===== config.mk =====
export PLATFORM = sky130hd
export DESIGN_NAME = cp0_unit
export DESIGN_NICKNAME = d
export VERILOG_FILES = /design/src/rtl/cp0_unit.sv
export SDC_FILE = /design/constraint.sdc
export NUM_CORES = 1
export LEC_CHECK = 0
export BUFFER_PORTS_ARGS = -buffer_cell sky130_fd_sc_hd__buf_2
export CORE_UTILIZATION = 40
export DETAILED_ROUTE_END_ITERATION = 6
export PLACE_DENSITY_LB_ADDON = 0.3
export SYNTH_ARGS = -nofsm -noshare
export SYNTH_HDL_FRONTEND = slang
export SYNTH_SLANG_ARGS = --single-unit
export TNS_END_PERCENT = 30

===== constraint.sdc =====
create_clock -name clk -period 3 [get_ports clk]
set_input_delay 0.6 -clock clk [delete_from_list [all_inputs] [get_ports clk]]
set_output_delay 0.6 -clock clk [all_outputs]
set_load 0.01 [all_outputs]

===== src/rtl/cp0_unit.sv =====
// cp0_unit: MIPS CP0 responder (SR/Cause/EPC/PrID), hw interrupt sync and gating; optional timer via CP0_TIMER_EN
module cp0_unit #(
    parameter logic [31:0] PRID        = 32'h0000_0330,
    parameter int          SYNC_STAGES = 2
) (
    input  logic        clk,
    input  logic        rst_n,
    input  logic [29:0] pc_in,
    input  logic [31:0] din,
    input  logic [4:0]  sel,
    input  logic        we,
    input  logic        exl_set,
    input  logic        exl_clr,
    input  logic [5:0]  hw_int,
    output logic [31:0] dout,
    output logic [31:0] epc,
    output logic        int_req
);
    logic [SYNC_STAGES*6-1:0] r_sync;
    logic [5:0]  r_ip;
    logic [5:0]  r_im;
    logic        r_exl;
    logic        r_ie;
    logic [29:0] r_epc;
    logic        w_ti;
    logic [31:0] w_count;
    logic [31:0] w_compare;
    logic [5:0]  w_ip;
    logic [31:0] w_sr;
    logic [31:0] w_cause;
    logic        w_wr_sr;
    logic        w_wr_epc;
    assign w_wr_sr  = we && sel == 5'd12;
    assign w_wr_epc = we && sel == 5'd14;
    // synchroniser chain per hw_int line, IP resampled from the last stage every cycle
    always_ff @(posedge clk or negedge rst_n) begin
        if (!rst_n) begin
            r_sync <= '0;
            r_ip   <= '0;
        end else begin
            r_sync <= {r_sync[SYNC_STAGES*6-7:0], hw_int};
            r_ip   <= r_sync[SYNC_STAGES*6-1 -: 6];
        end
    end
    // SR/EPC state; exception entry outranks ERET and MTC0 for EXL and EPC
    always_ff @(posedge clk or negedge rst_n) begin
        if (!rst_n) begin
            r_im  <= '0;
            r_ie  <= 1'b0;
            r_exl <= 1'b0;
            r_epc <= '0;
        end else begin
            if (w_wr_sr) begin
                r_im <= din[15:10];
                r_ie <= din[0];
            end
            if (exl_set)      r_exl <= 1'b1;
            else if (exl_clr) r_exl <= 1'b0;
            else if (w_wr_sr) r_exl <= din[1];
            if (exl_set)       r_epc <= pc_in;
            else if (w_wr_epc) r_epc <= din[31:2];
        end
    end
`ifdef CP0_TIMER_EN
    logic [31:0] r_count;
    logic [31:0] r_compare;
    logic        r_ti;
    // free-running Count; TI latches on a match and is cleared only by rewriting Compare
    always_ff @(posedge clk or negedge rst_n) begin
        if (!rst_n) begin
            r_count   <= '0;
            r_compare <= '0;
            r_ti      <= 1'b0;
        end else begin
            r_count <= (we && sel == 5'd9) ? din : r_count + 32'd1;
            if (we && sel == 5'd11) begin
                r_compare <= din;
                r_ti      <= 1'b0;
            end else if (r_count == r_compare && r_compare != 32'd0) begin
                r_ti <= 1'b1;
            end
        end
    end
    assign w_ti      = r_ti;
    assign w_count   = r_count;
    assign w_compare = r_compare;
`else
    assign w_ti      = 1'b0;
    assign w_count   = '0;
    assign w_compare = '0;
`endif
    assign w_ip    = r_ip | {w_ti, 5'b0};
    assign w_sr    = {16'b0, r_im, 8'b0, r_exl, r_ie};
    assign w_cause = {1'b0, w_ti, 14'b0, w_ip, 10'b0};
    assign epc     = {r_epc, 2'b00};
    assign int_req = r_ie & ~r_exl & |(w_ip & r_im);
    // MFC0 read mux; unimplemented numbers read zero
    always_comb begin
        case (sel)
            5'd9:    dout = w_count;
            5'd11:   dout = w_compare;
            5'd12:   dout = w_sr;
            5'd13:   dout = w_cause;
            5'd14:   dout = epc;
            5'd15:   dout = PRID;
            default: dout = 32'h0;
        endcase
    end
endmodule


# After elaboration in Yosys (flattened, before gate mapping)

Index checks and enable logic that the tools add are counted.
W data, S select, Z words.

Output and inout port bits: 65
Flip-flop bits (word level): 56
Word-level logic and storage cells: 25
Input port bits: 78

Muxes and demuxes: 6
Reduce and logical (&&, ||, !) cells: 5
Eq/ne operators: 4
Bitwise gates (word level): 4

Operator list:

| kind                 | number |
|---|---|
| $pmux W32 S4         | 1 |
| $mux W30             | 2 |
| $eq A5 B4 Y1 const B | 4 |
| $and A6 B6 Y6        | 1 |
| $reduce_or A6 Y1     | 1 |
| $mux W1              | 3 |
| $reduce_bool A3 Y1   | 1 |
| $and A1 B1 Y1        | 2 |
| $logic_and A1 B1 Y1  | 2 |
| $reduce_bool A2 Y1   | 1 |
| $not A1 Y1           | 1 |

# Depth between registers and ports, before layout

Gate-level depths: netlist of run 1.

Depth after elaboration: 5
Mapped depth: 6
Gate-level depth less buffers: 3

# Worst setup path after synthesis of run 1

No wires, ideal clock.

Kind: input port to output port
Start point: in sel[1]
End point: out dout[17]
Required time: 2400 ps
Path buffers: 3
Stages on the path: 5
Arrival: 1474 ps
Path slack: 926 ps
Cells stage by stage: buf_6 nor2b_2 buf_2 clkbuf_1 and3_1

Word-level cells in the longest chain between the ends: 2
Elaborated cells between the ends (all ways): 5
Those cells by class: eq/ne (4); mux (1)

RTL lines:

| element          | line | text |
|---|---|---|
| from (decl)      | 10   | `input logic [4:0] sel,` |
| $eq A5 B4 Y1     | 99   | `case (sel)` |
| $pmux W32 S4 (*) | 99   |  |
| to (decl)        | 15   | `output logic [31:0] dout,` |

Mark *: on every way between the ends. The rest lies on a longest branch, timed or not.

# Final worst setup path of run 1

Start point: in sel[4]
End point: out dout[25]

The elaborated chain is that of the path after synthesis.

==> results of run 1 <==
[metrics by stage]
stage	hold WS (ns)	worst slack [ns]	instances	area, sq um
detailed placement	0.3347	0.6483	492	3597
global route	0.3572	0.5736	500	3695
CTS	0.3599	0.6482	500	3695
global placement	0.3316	0.6860	492	3597
finish	0.3559	0.6589	500	3695
floorplan	0.3044	0.9262	279	2873
[final cells by class]
class	instances	area, sq um	area share
Sequential cell	56	1401	0.3793
Multi-Input combinational cell	193	1318	0.3566
Timing Repair Buffer	145	750.7	0.2032
Tap cell	96	120.1	0.03251
Clock buffer	5	68.82	0.01863
Clock inverter	3	28.78	0.007789
Inverter	2	7.507	0.002032
[per-layer routing]
layer	wire, microns	track usage	vias to the layer above
li1	-	-	1242
met5	0	0	-
met4	139	0.08333	0
met3	369	0.04571	16
met1	3205	0.2421	1240
met2	3531	0.3369	85
[cells in the mapped netlist, drive strengths merged (2+ instances only)]
cell type | instances | area [sq um]
a21bo | 16 | 160.2
a21boi | 14 | 105.1
a22oi | 3 | 22.52
a2bb2oi | 6 | 52.55
a31oi | 16 | 100.1
and3 | 36 | 225.2
and4b | 2 | 23.77
buf | 17 | 110.1
clkbuf | 11 | 41.29
dfrtp | 56 | 1401
inv | 2 | 7.510
mux2 | 7 | 78.83
mux2i | 6 | 60.06
nand2 | 2 | 15.01
nand2b | 15 | 93.84
nand3 | 16 | 80.08
nor2 | 33 | 123.9
o31a | 14 | 122.6
[state kept, by name, indices dropped and copies added, names as in the netlist]
name,cells
r_epc,30
r_sync,12
r_im,6
r_ip,6
r_exl,1
r_ie,1
[critical path, delay by kind of cell]
family	cells	cell delay, ns
buffers and inverters	3	0.49
AND/OR/NAND/NOR	2	0.66
[power by group through the flow]
stage | registers (W) | clock network [W] | logic [W]
2_1_floorplan | 0.000892 | 0 | 0.000175
3_3_place_gp | 0.000882 | 0 | 0.000322
3_5_place_dp | 0.000884 | 0 | 0.000329
4_1_cts | 0.000870 | 0.000464 | 0.000331
5_1_grt | 0.000880 | 0.000488 | 0.000362
6_report | 0.000870 | 0.000444 | 0.000326
[cells by family (layout without fill, tap and decap cells)]
group,count (synthesis),in the layout
buffers and inverters,30,155
AND/OR/NAND/NOR,108,108
AO/OA/AOI/OAI,70,70
flip-flops,56,56
multiplexers,13,13
other,1,2
[worst paths after layout]
path / depth (start not counted) / to / slack (ns) / from
worst min register to register: 0 / r_ip[3]$_DFF_PN0_ / 0.36 / r_sync[9]$_DFF_PN0_
min in group asynchronous: 1 / r_epc[18]$_DFFE_PN0P_ / 0.38 / rst_n
worst min-delay path: 0 / r_ip[3]$_DFF_PN0_ / 0.36 / r_sync[9]$_DFF_PN0_
max in group asynchronous: 2 / r_sync[0]$_DFF_PN0_ / 1.84 / rst_n
worst max register to register: 3 / r_exl$_DFFE_PN0P_ / 1.78 / r_exl$_DFFE_PN0P_
worst max-delay path: 5 / dout[25] / 0.66 / sel[4]
==> out/qor.txt, run 1 <==
Worst EP required -> 2.40 ns
fmax -> 0.4271 GHz
die height -> 86.69 microns
Die ar. -> 0.007515 sq mm
Yosys warnings -> 0
clock slew at reported path FFs -> 0.11 ns
Clock Skew -> 0.004661 ns
Final min period -> 2.341 ns
Sw Share -> 0.2878
CP dominant cell by count -> buf_2
status -> complete, no violations
Mapped Cells -> 278
IO Pins -> 143
Max Cap Viol -> 0
Detailed Route Iter0 Violations -> 107
Post-synth EDFFs -> 0
Min-Delay Path Class -> flop to flop
fin crit share -> 0.7804
Peak VDD IR -> 0.3440 mV
register bit total from synthesis -> 56
clk buf depth -> 2
First-pass DRT Iterations -> 4
unrepaired setup endpoints after global routing -> no
post-synthesis mux area share -> 0.04841
antenna cells -> 0
# Post-CTS Setup Buffers -> 0
RD Place Congestion -> 0.7420
PD cells -> 444.1 mW/mm^2
Final ANT Viol Nets -> 0
cells along the critical path -> buf_2 > and3b_1 > buf_4 > and3_1 > buf_2
TNS Setup -> 0 ns
largest fanout on the critical path -> 13
Post-Syn Area per Cell -> 10.32 sq um
worst skew pair latency -> 0.32 ns
effective utilization at floorplan -> 0.4177
vias in the first global route -> 2385
DR vias/cell -> 5.166
FILL cells -> 655
slowest cell delay on critical path -> 0.50 ns
slowest cell on the critical path -> and3b_1
gr usage total -> 0.1981
leading cell types in the layout, fill and taps excluded -> 140 x buf_2, 56 x dfrtp_1, 36 x and3_1
Residual DRC -> 0
simple-gate share of the synthesized area -> 0.2072
Worst-Margin Slew -> 0.8763 ns
crit path kind -> input pin to output pin
Root Driver -> clkbuf_8
Compound-Gate Fraction of Synth Area -> 0.1993
cell-internal power -> 0.001169 W
Final Hold Viols -> 0
initial antenna violation count -> 0
Sink Count -> 56
Post-Synth Adder-Cell Area -> 0
Rows -> 30
Flop pwr share -> 0.530
Core Area -> 0.006869 sq mm
mapped cell area -> 0.002869 sq mm
Synth-to-Final Area Change -> 28.78%
LEAKAGE -> 1.960 nW
DP HPWL -> 5097 microns
post-CTS resize count -> 0
PortBufs -> 140
Routed WL per cell -> 14.49 microns
final-report setup violation count -> 0
Die W -> 86.69 microns
ys async rst share -> 1.000
commonest non-fill, non-tap cell in the layout -> buf_2
final core occ -> 0.5379
Cell variety after synth -> 29
Comb power frac -> 0.199
routed via count -> 2583
Clk pwr share -> 0.271
H-tree depth reported by CTS -> 2
sequential-to-total area share from yosys stat -> 0.4884
share of cells above drive strength 1 -> 0.4431
NumNets Final -> 481
WL final -> 7245 microns
first-pass GRT wire length -> 11340 microns
CP Capture Type -> output pin
CTS tree -> done
Most used DFF post-synth -> dfrtp_1
Worst EP arrival -> 1.74 ns
largest family of logic cells by synthesized area -> simple AND/OR/NAND/NOR gates
total chip power -> 0.001641 W
CTS Buf Count -> 5
grt ovf -> 0
Max-Slew Margin vs Limit -> 0.4152
Setup crit start kind -> input pin
Switch Pwr -> 0.0004722 W
Pins Over Slew Limit -> 0
hold buffer count at CTS -> 0
xor/xnor share of the synthesized area -> 0
pin count of the biggest net entering global routing -> 64
(Power assumes the default switching activity.)
==> run 2: changes to the inputs <==
--- a/config.mk
+++ b/config.mk
@@ -5,6 +5,7 @@
 export SDC_FILE = /design/constraint.sdc
 export NUM_CORES = 1
 export LEC_CHECK = 0
+export ABC_AREA = 1
 export BUFFER_PORTS_ARGS = -buffer_cell sky130_fd_sc_hd__buf_2
 export CORE_UTILIZATION = 40
 export DETAILED_ROUTE_END_ITERATION = 6
==> constraint.sdc (replaced) <==
create_clock -name clk -period 2.41 [get_ports clk]
set_input_delay 0.482 -clock clk [delete_from_list [all_inputs] [get_ports clk]]
set_output_delay 0.482 -clock clk [all_outputs]
set_load 0.01 [all_outputs]
==> run 2 against run 1 <==
  * Clock-buffer cell count did not move
  * Largest power group unchanged
  * Total power rose by 24%
  * Die area fell by 2.8%
  * First-iteration DRC count rose by 26%
  * Sequential share of layout area rose by 0.59 points
  * Setup slack got worse by 0.21 ns
  * Final area fell by 1.5%
  * Worst hold slack got worse by 0.22 ns
==> out/qor.txt, run 2 <==
Clock Skew -> 0.002519 ns
Max Cap Viol -> 0
PD cells -> 560.0 mW/mm^2
leading cell types in the layout, fill and taps excluded -> 161 x nand2_1, 140 x buf_2, 62 x nand3_1
LEAKAGE -> 2.214 nW
vias in the first global route -> 2639
total chip power -> 0.002038 W
effective utilization at floorplan -> 0.4124
Final ANT Viol Nets -> 0
fmax -> 0.5108 GHz
gr usage total -> 0.2052
H-tree depth reported by CTS -> 2
CP Capture Type -> output pin
Mapped Cells -> 383
share of cells above drive strength 1 -> 0.3120
r2r setup slk -> 1.61 ns
area share of the largest cell type after synthesis -> 0.5029
clk buf depth -> 2
ys async rst share -> 1.000
Post-Synth Adder-Cell Area -> 0
Placement Setup Slack -> 0.4773 ns
Synth-to-Final Area Change -> 30.58%
largest register by flop count -> r_epc
Pins Over Slew Limit -> 0
initial antenna violation count -> 0
CTS tree -> done
DP HPWL -> 5195 microns
Post-synth EDFFs -> 0
Final min period -> 1.958 ns
ranking of synthesized cells by area -> dfrtp_1 50%, nand2_1 22%, nand3_1 11%, inv_1 4.4%, nor2_1 3.4%
Final Hold Viols -> 0
Residual DRC -> 0
Root Driver -> clkbuf_8
routed via count -> 2845
Worst EP required -> 1.93 ns
TNS Setup -> 0 ns
post-CTS resize count -> 0
Post-Syn Area per Cell -> 7.275 sq um
Setup crit start kind -> input pin
Compound-Gate Fraction of Synth Area -> 0.02335
sequential-to-total area share from yosys stat -> 0.5029
Synth top cells by count -> 161 x nand2_1, 62 x nand3_1, 56 x dfrtp_1, 33 x inv_1, 25 x nor2_1
fin worst setup slack -> 0.4521 ns
worst skew pair latency -> 0.31 ns
final-report setup violation count -> 0
Peak VDD IR -> 0.2554 mV
DR vias/cell -> 4.773
mapped cell area -> 0.002786 sq mm
RD Place Congestion -> 0.8398
# Post-CTS Setup Buffers -> 0
Worst-Margin Slew -> 0.5958 ns
Detailed Route Iter0 Violations -> 135
PortBufs -> 140
First-pass DRT Iterations -> 5
commonest non-fill, non-tap cell in the layout -> nand2_1
simple-gate share of the synthesized area -> 0.3781
Worst EP arrival -> 1.48 ns
Die ar. -> 0.007303 sq mm
count leader, synth -> nand2_1
unrepaired setup endpoints after global routing -> no
post-synthesis mux area share -> 0
status -> complete, no violations
grt ovf -> 0
Routed WL per cell -> 12.00 microns
Sink Count -> 56
Final Non-Filler Cells -> 596
die height -> 85.46 microns
Core Area -> 0.006756 sq mm
WL final -> 7152 microns
first-pass GRT wire length -> 11920 microns
largest registers -> r_epc x30, r_sync x12
register bit total from synthesis -> 56
antenna cells -> 0
IO Pins -> 143
NumNets Final -> 593
Most used DFF post-synth -> dfrtp_1
Yosys warnings -> 0
largest fanout on the critical path -> 15
pin count of the biggest net entering global routing -> 56
xor/xnor share of the synthesized area -> 0
hold buffer count at CTS -> 0
area leader, netlist -> dfrtp_1
Die W -> 85.46 microns
clock slew at reported path FFs -> 0.11 ns
fin crit share -> 0.8124
crit path kind -> input pin to output pin
placed cell count -> 588
Min-Delay Path Class -> input pin to asynchronous set/reset pin
Cell variety after synth -> 16
largest family of logic cells by synthesized area -> simple AND/OR/NAND/NOR gates
max FFs per register -> 30
CTS Buf Count -> 5
Rows -> 30
Max-Slew Margin vs Limit -> 0.6024
## run 2: changes by cell type after synthesis, moves of 15 or more
cell,before,now
a31oi_1,16,0
a21bo_2,16,0
and3_1,36,0
nand3_1,16,62
inv_1,2,33
nand2b_1,15,0
nand2_1,1,161
## run 2: critical path, cell delays in order
cell	delay (ns)
buf_2	0.11
nor2_2	0.48
nand2_1	0.14
nor2_1	0.12
buf_2	0.14
## run 2: per-stage QoR
stage | util | instance area, sq um | hold WS, ns
after floorplan | - | 2790 | 0.1864
after global placement | 0.5246 | 3545 | 0.3336
after detailed placement | 0.5246 | 3545 | 0.3347
after CTS | 0.5385 | 3638 | 0.1467
after global routing | 0.5385 | 3638 | 0.1689
final | 0.5385 | 3638 | 0.1369
## run 2: logic make-up after synthesis
family | count (synthesis)
and+or+nand+nor | 255
AOI/OAI and AO/OA | 13
buffers and inverters | 58
DFF | 56
other | 1
## run 2: worst paths after layout
kind | depth (start not counted) | start | to
worst max-delay path | 5 | sel[1] | dout[0]
worst min-delay path | 1 | rst_n | r_sync[4]$_DFF_PN0_
worst max register to register | 4 | r_exl$_DFFE_PN0P_ | r_exl$_DFFE_PN0P_
worst min register to register | 0 | r_sync[8]$_DFF_PN0_ | r_ip[2]$_DFF_PN0_
max in group asynchronous | 2 | rst_n | r_epc[7]$_DFFE_PN0P_
min in group clk | 1 | hw_int[2] | r_sync[2]$_DFF_PN0_
## run 2: power breakdown
part           internal, W  total, W  switching (W)
clock             0.000213  0.000536       0.000324
combinational     0.000171  0.000401       0.000230
sequential         0.00103   0.00110      0.0000690
## run 2: layout make-up
cell class,count,area (sq um)
multi-input combinational,270,1126
clock inverter,3,25.02
sequential,56,1401
tap,80,100.1
timing repair buffer,149,793.3
clock buffer,5,68.82
inverter,33,123.9
fill,664,3118
## run 2: metal layers
layer | global-route usage | up-vias | wire, microns
li1 | - | 1434 | -
met1 | 0.2652 | 1291 | 3274
met2 | 0.3491 | 107 | 3366
met3 | 0.03113 | 13 | 361
met4 | 0.07576 | 0 | 149
met5 | 0 | - | 0
==> run 3: changes to the inputs <==
==> constraint.sdc (replaced) <==
create_clock -name clk -period 1.65 [get_ports clk]
set_input_delay 0.33 -clock clk [delete_from_list [all_inputs] [get_ports clk]]
set_output_delay 0.33 -clock clk [all_outputs]
set_load 0.01 [all_outputs]
==> run 3 against run 2 <==
  * The flow now finishes with violations (negative hold slack)
  * Worst hold slack got worse by 0.15 ns
  * Global-route usage fell by 0.70 points
  * Combinational power rose by 48%
  * Critical path depth rose by 2
  * Utilization rose by 1.3 points
  * Final cell count rose by 1.3%
  * Clock-buffer cell count rose by 1
  * Final area rose by 2.4%
  * Sequential share of layout area fell by 0.89 points
  * Critical path type unchanged
  * Critical endpoint is now dout[22]
  * Largest cell class unchanged
  * Highest routed layer unchanged
==> out/qor.txt, run 3 (synthesis gave the netlist of run 2 again) <==
largest fanout on the critical path -> 20
largest registers -> r_epc x30, r_sync x12
total chip power -> 0.003079 W
Residual DRC -> 0
worst hold slack -> -0.01043 ns
gr usage total -> 0.1982
grt peak-use layer -> met2
status -> complete, but fails checks
Detailed Route Iter0 Violations -> 109
slowest cell delay on critical path -> 0.19 ns
CP Capture Type -> output pin
H-tree depth reported by CTS -> 2
TNS Setup -> 0 ns
fmax -> 0.6443 GHz
Final min period -> 1.552 ns
worst skew pair latency -> 0.30 ns
DP HPWL -> 5262 microns
NumNets Final -> 601
crit path buf inv count -> 3
worst setup path start -> sel[3]
Rows -> 30
commonest non-fill, non-tap cell in the layout -> nand2_1
Die W -> 85.46 microns
Final ANT Viol Nets -> 0
failing checks -> negative hold slack
PortBufs -> 140
leading cell types in the layout, fill and taps excluded -> 161 x nand2_1, 140 x buf_2, 62 x nand3_1
vias in the first global route -> 2537
Comb power frac -> 0.193
Sw Share -> 0.2793
Sink Count -> 56
unrepaired setup endpoints after global routing -> no
GRT met3 Usage -> 0.03113
RD Place Congestion -> 0.8603
Flop pwr share -> 0.522
Die ar. -> 0.007303 sq mm
antenna cells -> 0
DR vias/cell -> 4.730
GRT met1 Usage -> 0.2630
first-pass GRT wire length -> 11480 microns
Pins Over Slew Limit -> 0
die height -> 85.46 microns
reg2reg end -> r_exl$_DFFE_PN0P_
# Post-CTS Setup Buffers -> 0
Routed WL per cell -> 11.71 microns
cells along the critical path -> buf_2 > nand2_1 > nor2_2 > nand2_1 > buf_12 > nor2_1 > buf_2
Final Hold Viols -> 8
placed cell count -> 596
pin count of the biggest net entering global routing -> 57
cell-internal power -> 0.002219 W
grt ovf -> 0
r2r setup slk -> 0.83 ns
Synth-to-Final Area Change -> 33.68%
initial antenna violation count -> 0
max FFs per register -> 30
hold buffer count at CTS -> 0
fin worst setup slack -> 0.09786 ns
Switch Pwr -> 0.0008601 W
clk buf depth -> 2
Worst EP arrival -> 1.22 ns
effective utilization at floorplan -> 0.4124
Peak VDD IR -> 0.4137 mV
FF-to-FF path depth -> 4
Root Driver -> clkbuf_8
CTS tree -> done
Reg2Reg Launch Point -> r_exl$_DFFE_PN0P_
Max Cap Viol -> 0
WL final -> 7075 microns
Core Area -> 0.006756 sq mm
routed via count -> 2857
IO Pins -> 143
CTS Buf Count -> 5
slowest cell on the critical path -> nor2_2
clock slew at reported path FFs -> 0.10 ns
crit path kind -> input pin to output pin
PD cells -> 826.6 mW/mm^2
First-pass DRT Iterations -> 5
GR Layer Usage met2 -> 0.3345
final-report setup violation count -> 0
largest register by flop count -> r_epc
share of cells above drive strength 1 -> 0.3206
Setup crit start kind -> input pin
Final Non-Filler Cells -> 604
fin crit share -> 0.9407
Placement Setup Slack -> 0.1101 ns
Clock Skew -> 0.006191 ns
Worst EP required -> 1.32 ns
Top Family by Delay on Critical Path -> simple AND/OR/NAND/NOR gates
LEAKAGE -> 2.267 nW
Clk pwr share -> 0.285
Min-Delay Path Class -> input pin to asynchronous set/reset pin
post-CTS resize count -> 0
run 3: cell types whose count changed in the layout (fill, tap and decap cells not counted):
cell and delta:
bufinv_16 +1, clkinvlp_4 -1, clkbuf_1 +1, inv_6 -2, buf_4 +7, buf_12 +1
clkinv_2 +1
run 3: layout make-up:
| type | count | area, sq um |
|---|---|---|
| fill | 665 | 3032 |
| multi-input combinational | 270 | 1126 |
| clock buffer | 6 | 72.57 |
| tap | 80 | 100.1 |
| sequential | 56 | 1401 |
| clock inverter | 2 | 35.03 |
| timing repair buffer | 157 | 865.8 |
| inverter | 33 | 123.9 |
run 3: power by group through the flow:
stage / Combinational (W) / Sequential (W) / Clock [W]
2_1_floorplan: 0.000282 / 0.00165 / 0
4_1_cts: 0.000603 / 0.00161 / 0.000914
6_report: 0.000594 / 0.00161 / 0.000879
3_3_place_gp: 0.000587 / 0.00163 / 0
3_5_place_dp: 0.000602 / 0.00163 / 0
5_1_grt: 0.000676 / 0.00162 / 0.000963
run 3: how the worst max path moves through the flow:
| stage | endpoint | slack (ns) | cells after the start |
|---|---|---|---|
| after floorplan | dout[16] | 0.26 | 6 |
| after global placement | dout[30] | 0.16 | 7 |
| after detailed placement | dout[27] | 0.11 | 7 |
| after CTS | int_req | 0.09 | 5 |
| after global routing | int_req | 0.02 | 5 |
| final | dout[22] | 0.1 | 7 |
run 3: per-layer routing:
metal,vias to the layer above,share of wire
met5,-,0
li1,1450,-
met4,0,0.0057
met1,1301,0.45
met3,2,0.054
met2,104,0.49
run 3: per-stage QoR:
| stage | cell area [sq um] | utilization |
|---|---|---|
| final | 3725 | 0.5513 |
| after detailed placement | 3617 | 0.5354 |
| after floorplan | 2790 | - |
| after global routing | 3725 | 0.5513 |
| after global placement | 3617 | 0.5354 |
| after CTS | 3725 | 0.5513 |
